===== config.mk =====
export PLATFORM = sky130hd
export DESIGN_NAME = div_sequencer_flat
export DESIGN_NICKNAME = d
export VERILOG_FILES = /design/src/rtl/div_pkg.sv /design/src/rtl/div_sequencer_if.sv /design/src/rtl/div_shift_pair.sv /design/src/rtl/div_sequencer.sv /design/src/flat_wrapper.sv
export SDC_FILE = /design/constraint.sdc
export NUM_CORES = 1
export LEC_CHECK = 0
export BUFFER_PORTS_ARGS = -buffer_cell sky130_fd_sc_hd__buf_4
export CORE_MARGIN = 10
export CORE_UTILIZATION = 36
export CTS_BUF_LIST = sky130_fd_sc_hd__clkbuf_4 sky130_fd_sc_hd__clkbuf_8
export CTS_CLUSTER_DIAMETER = 80
export DETAILED_ROUTE_END_ITERATION = 10
export GPL_TIMING_DRIVEN = 0
export HOLD_SLACK_MARGIN = 0.05
export PLACE_DENSITY = 0.52
export SETUP_SLACK_MARGIN = 0.4
export SYNTH_ARGS = -nofsm -noshare
export SYNTH_HDL_FRONTEND = slang
export SYNTH_SLANG_ARGS = --single-unit

===== constraint.sdc =====
create_clock -name clk -period 7.1 [get_ports clk]
set_input_delay 1.065 -clock clk [delete_from_list [all_inputs] [get_ports clk]]
set_output_delay 1.065 -clock clk [all_outputs]
set_load 0.02 [all_outputs]

===== src/rtl/div_pkg.sv =====
// Shared types for the restoring divider slice.
// State encoding and the default operand width.
package div_pkg;

  localparam int NBIT_DEF = 16;

  typedef enum logic [1:0] {
    IDLE = 2'd0,
    RUN  = 2'd1,
    DONE = 2'd2
  } state_t;

endpackage


===== src/rtl/div_sequencer_if.sv =====
// Request/result bundle between a divider client and div_sequencer.
// The master drives operands and start; the slave returns status and results.
interface div_sequencer_if
  import div_pkg::*;
#(
   parameter int NBIT = NBIT_DEF
) ();

   logic            start;
   logic [NBIT-1:0] dividend;
   logic [NBIT-1:0] divisor;
   logic            busy;
   logic            done;
   logic [NBIT-1:0] quotient;
   logic [NBIT-1:0] remainder;
   logic            div_by_zero;

   modport master (
      output start, dividend, divisor,
      input  busy, done, quotient,
      input  remainder, div_by_zero
   );

   modport slave (
      input  start, dividend, divisor,
      output busy, done, quotient,
      output remainder, div_by_zero
   );

endinterface


===== src/rtl/div_shift_pair.sv =====
// Combined {A,Q} register of the restoring divider.
// Shifts left with a serial quotient bit; A may take the trial difference.
module div_shift_pair #(
   parameter int NBIT = 16
) (
   input  logic            clk,
   input  logic            clr,
   input  logic            load,
   input  logic [NBIT-1:0] q_init,
   input  logic            shift,
   input  logic            sin,
   input  logic            a_we,
   input  logic [NBIT-1:0] a_in,
   output logic [NBIT-1:0] a,
   output logic [NBIT-1:0] q
);

   always_ff @(posedge clk or posedge clr) begin
      if (clr) begin
         a <= '0;
         q <= '0;
      end else if (load) begin
         a <= '0;
         q <= q_init;
      end else if (shift) begin
         a <= a_we ? a_in : {a[NBIT-2:0], q[NBIT-1]};
         q <= {q[NBIT-2:0], sin};
      end
   end

endmodule


===== src/rtl/div_sequencer.sv =====
// Multi-cycle unsigned restoring divider: one quotient bit per clock.
// Zero divisors skip the iteration and report div_by_zero.
module div_sequencer
  import div_pkg::*;
#(
   parameter int NBIT = NBIT_DEF
) (
   input  logic      clk,
   input  logic      clr,
   div_sequencer_if.slave bus
);

   localparam int CW = $clog2(NBIT);

   state_t          state;
   state_t          state_nx;
   logic [CW-1:0]   cnt;
   logic [NBIT-1:0] m;
   logic [NBIT-1:0] a;
   logic [NBIT-1:0] q;
   logic [NBIT:0]   t;
   logic [NBIT-1:0] a_sh;
   logic            ok;
   logic            accept;
   logic            zdiv;
   logic            last;

   assign zdiv   = (bus.divisor == '0);
   assign accept = (state == IDLE) && bus.start;
   assign last   = (state == RUN) && (cnt == '0);

   // Trial subtract at NBIT+1 bits so A's shifted-out MSB is kept.
   assign a_sh = {a[NBIT-2:0], q[NBIT-1]};
   assign t    = {a, q[NBIT-1]} - {1'b0, m};
   assign ok   = ~t[NBIT];

   div_shift_pair #(
      .NBIT (NBIT)
   ) u_pair (
      .clk    (clk),
      .clr    (clr),
      .load   (accept && !zdiv),
      .q_init (bus.dividend),
      .shift  (state == RUN),
      .sin    (ok),
      .a_we   (ok),
      .a_in   (t[NBIT-1:0]),
      .a      (a),
      .q      (q)
   );

   always_ff @(posedge clk or posedge clr) begin
      if (clr) state <= IDLE;
      else     state <= state_nx;
   end

   always_comb begin
      state_nx = state;
      unique case (state)
         IDLE:    if (bus.start) state_nx = zdiv ? DONE : RUN;
         RUN:     if (cnt == '0) state_nx = DONE;
         DONE:    state_nx = IDLE;
         default: state_nx = IDLE;
      endcase
   end

   always_comb begin
      bus.busy = (state == RUN);
      bus.done = (state == DONE);
   end

   always_ff @(posedge clk or posedge clr) begin
      if (clr) begin
         cnt <= '0;
         m   <= '0;
      end else if (accept && !zdiv) begin
         cnt <= CW'(NBIT - 1);
         m   <= bus.divisor;
      end else if (state == RUN && cnt != '0) begin
         cnt <= cnt - 1'b1;
      end
   end

   always_ff @(posedge clk or posedge clr) begin
      if (clr) begin
         bus.quotient    <= '0;
         bus.remainder   <= '0;
         bus.div_by_zero <= 1'b0;
      end else if (accept && zdiv) begin
         bus.quotient    <= '1;
         bus.remainder   <= bus.dividend;
         bus.div_by_zero <= 1'b1;
      end else if (last) begin
         bus.quotient    <= {q[NBIT-2:0], ok};
         bus.remainder   <= ok ? t[NBIT-1:0] : a_sh;
         bus.div_by_zero <= 1'b0;
      end
   end

endmodule


===== src/flat_wrapper.sv =====
// flat-port wrapper written by rule: the top's interface ports become plain ports
module div_sequencer_flat import div_pkg::*;
#(
   parameter int NBIT = NBIT_DEF
)
  (clk, clr, bus_start, bus_dividend, bus_divisor, bus_busy, bus_done, bus_quotient, bus_remainder, bus_div_by_zero);
  div_sequencer_if #(.NBIT(NBIT)) bus_i ();
  input  logic clk;
  input  logic clr;
  input wire logic [$bits(bus_i.start)-1:0] bus_start;
  input wire logic [$bits(bus_i.dividend)-1:0] bus_dividend;
  input wire logic [$bits(bus_i.divisor)-1:0] bus_divisor;
  output wire logic [$bits(bus_i.busy)-1:0] bus_busy;
  output wire logic [$bits(bus_i.done)-1:0] bus_done;
  output wire logic [$bits(bus_i.quotient)-1:0] bus_quotient;
  output wire logic [$bits(bus_i.remainder)-1:0] bus_remainder;
  output wire logic [$bits(bus_i.div_by_zero)-1:0] bus_div_by_zero;
  assign bus_i.start = bus_start;
  assign bus_i.dividend = bus_dividend;
  assign bus_i.divisor = bus_divisor;
  assign bus_busy = bus_i.busy;
  assign bus_done = bus_i.done;
  assign bus_quotient = bus_i.quotient;
  assign bus_remainder = bus_i.remainder;
  assign bus_div_by_zero = bus_i.div_by_zero;
  div_sequencer #(.NBIT(NBIT)) u_core (.clk(clk), .clr(clr), .bus(bus_i));
endmodule

==> flow_summary.ini <==
[clock_network]
cts_tree = yes
clkSinkCount = 87
cts_buffers = 9
cts_setup_buffers = 0
h-tree-depth = 3
clk_latency_ns = 0.38
ctsResizeCount = 0
hold_buffers = 0
cts_buffer_depth = 2
cts_root_buffer = clkbuf_8
clk_pin_slew_ns = 0.09

[setup_path]
crit_path_start_kind = register
crit_top_cell = clkbuf_1
worst_r2r_endpoint = u_core.u_pair.a[1]
r2r_setup_slack_ns = 4.04
crit_fanout = 10
path_cells = nand2b_1, clkbuf_1, inv_1, clkbuf_1, clkbuf_1, buf_4
slowest_stage = clkbuf_1
r2r_start = u_core.u_pair.q[15]
criticalPathCategory = reg -> out
cp.arrival_ns = 2.60
crit_path_max_incr_delay_ns = 0.49
cp.required_ns = 6.03
path_delay_family = buffers and inverters
cp_num_buf_inv = 5
end_kind = output pin
r2r_cells = 11

[pwr]
finalPower_uw = 3370
power.density_mw_per_mm2 = 601
seqPwrFrac = 0.274
p_leak_uw = 0.00253
power_frac_comb = 0.614
vdd_drop_max_mv = 0.229
clkPwrFrac = 0.112
p_switching_uw = 1620
intPower_uw = 1750
swShare = 0.481

[sta]
setup_tns_ns = 0
slew_headroom = 0.516
skew_ns = 0.0131
worst_pin_slew_ns = 0.725
period_minus_slack_ns = 3.66
timing_max_transition_violations_final = 0
post-route-period-util = 0.516
grt_setup_unrepaired = false
fmax_mhz = 273
final-hold-violation-count = 0
finalSetupViolCount = 0

[floorplan]
ios = 70
fp.dieW_um = 133
initial_core_util = 0.367
rows = 41
die_h_um = 133
dieArea_sq_mm = 0.0178
core_sq_mm = 0.0126

[placement]
post-place-cells = 769
dp_hpwl_um = 10700
place_congestion = 0.862
portBuffers = 69

[global_routing]
grt_overflow_total = 0
grt_first_pass_wirelength_um = 22300
grt_pass1_vias = 4207
grt_use_total = 0.158
grt_max_degree = 55
antenna_found_initial = 0

[synthesis]
synth.area.top_cells = dfrtp_1 47%, nand2_1 9.6%, o21ai_0 6.0%
ys.flop_type = dfrtp_1
syn_inst = 527
synth.distinct_cells = 46
yosys.area.top_type = dfrtp_1
syn_area_per_cell_sq_um = 8.79
synth_area_sq_mm = 0.00463
ys_seq_area_frac = 0.470
syn_nets = 580
ys_async_sr_fraction = 1.00
synth_enable_flop_cells = 0
yosys_warnings = 0
ys_seq_elements = 87
synth.top_cell.area_share = 0.470

[layout]
instances_no_fill = 785
drive_above_1_share = 0.173
nets = 661
antennaDiodeCount = 0
area_growth_pct = 21.1

[detailed_routing]
wl_um = 13700
dr.first_iter.drc_count = 359
remaining_drc_errors = 0
num_vias = 4074
drtPass1Iterations = 4
ant_nets = 0
post_drt_wl_per_cell_um = 17.5
vias_per_cell = 5.19

[hold_path]
hold_depth = 2
worstHoldEndpoint = u_core.m[0]
worstHoldPathType = reg -> reg
min_from = u_core.m[0]

[status]
status = completed

[run]
drv_cap = 0
==> per-layer routing <==
metal,up-vias,global-route usage,wire length [um]
met5,-,0,0
met4,0,0.0599,245
met3,15,0.0263,450
met2,64,0.250,6540
met1,1990,0.210,6500
li1,2005,-,-
==> power by group through the flow <==
| stage | combinational [uW] | clock, uW | sequential (uW) |
|---|---|---|---|
| 2_1_floorplan | 1370 | 0 | 997 |
| 3_3_place_gp | 2040 | 0 | 930 |
| 3_5_place_dp | 2080 | 0 | 933 |
| 4_1_cts | 2090 | 388 | 925 |
| 5_1_grt | 2310 | 414 | 953 |
| 6_report | 2070 | 379 | 924 |
==> registers in the layout (all words and copies together) (netlist names) <==
signal / flops
u_core.cnt: 4
u_core.bus.remainder: 16
u_core.state: 2
u_core.bus.quotient: 16
u_core.m: 16
u_core.bus.div_by_zero: 1
u_core.u_pair.a: 16
u_core.u_pair.q: 16
==> through the flow <==
stage | area, sq um | util | setup WS, ns | hold slack (ns)
after global placement | 5370 | 0.425 | 2.62 | 0.470
after detailed placement | 5400 | 0.428 | 3.56 | 0.476
final | 5610 | 0.445 | 3.44 | 0.490
after CTS | 5610 | 0.445 | 3.45 | 0.497
after global routing | 5610 | 0.445 | 3.31 | 0.534
after floorplan | 4630 | - | 3.78 | 0.450
==> worst max-delay path by stage <==
stage	startpoint	end	slack [ns]	cells past startpoint
after floorplan	clr	u_core.bus.div_by_zero	3.78	1
after global placement	clr	u_core.m[13]	2.62	2
after detailed placement	bus_divisor[11]	u_core.u_pair.q[7]	3.56	9
after CTS	u_core.state[1]	bus_busy	3.45	6
after global routing	u_core.state[1]	bus_busy	3.31	6
final	u_core.state[1]	bus_busy	3.44	6
==> worst min-delay path, cell delays in order, from the launching register on <==
cell and delay, ns:
dfrtp_1 0.36, nand2_1 0.05, nand2_1 0.05
==> cells by family (layout without fill, tap and decap cells) <==
family          Yosys count  count (layout)  synth area share
simple gates            200             200             0.192
mux                       6               6            0.0130
buf+inv                  54             140            0.0478
compound gates          148             148             0.201
fa+ha+maj                18              18            0.0502
xor+xnor                 14              14            0.0265
flops                    87              87             0.470
==> final cells by class <==
type,count,area [sq um]
inverter,23,88.8
timing repair buffer,70,546
multi-input combinational,386,2240
fill,1335,7010
buffer,31,135
sequential,87,2180
clock inverter,5,61.3
clock buffer,11,151
tap,172,215
==> synth_stat cells, types with 8 or more instances <==
| cell | count |
|---|---|
| a21oi_1 | 25 |
| nor2_1 | 20 |
| o21ai_0 | 56 |
| xor2_1 | 8 |
| ha_1 | 17 |
| dfrtp_1 | 87 |
| clkbuf_1 | 26 |
| o211ai_1 | 16 |
| inv_1 | 23 |
| nand2_1 | 118 |
| nand3_1 | 25 |
| a22oi_1 | 15 |
==> placed cells by master (no fill, tap or decap), types with 15 or more instances in the layout <==
cell and n:
a21oi_1 25, a22oi_1 15, buf_4 69, clkbuf_1 26, dfrtp_1 87, ha_1 17
inv_1 22, nand2_1 118, nand3_1 25, nor2_1 20, o211ai_1 16, o21ai_0 56
Note: power is estimated with default switching activity, not from simulation.
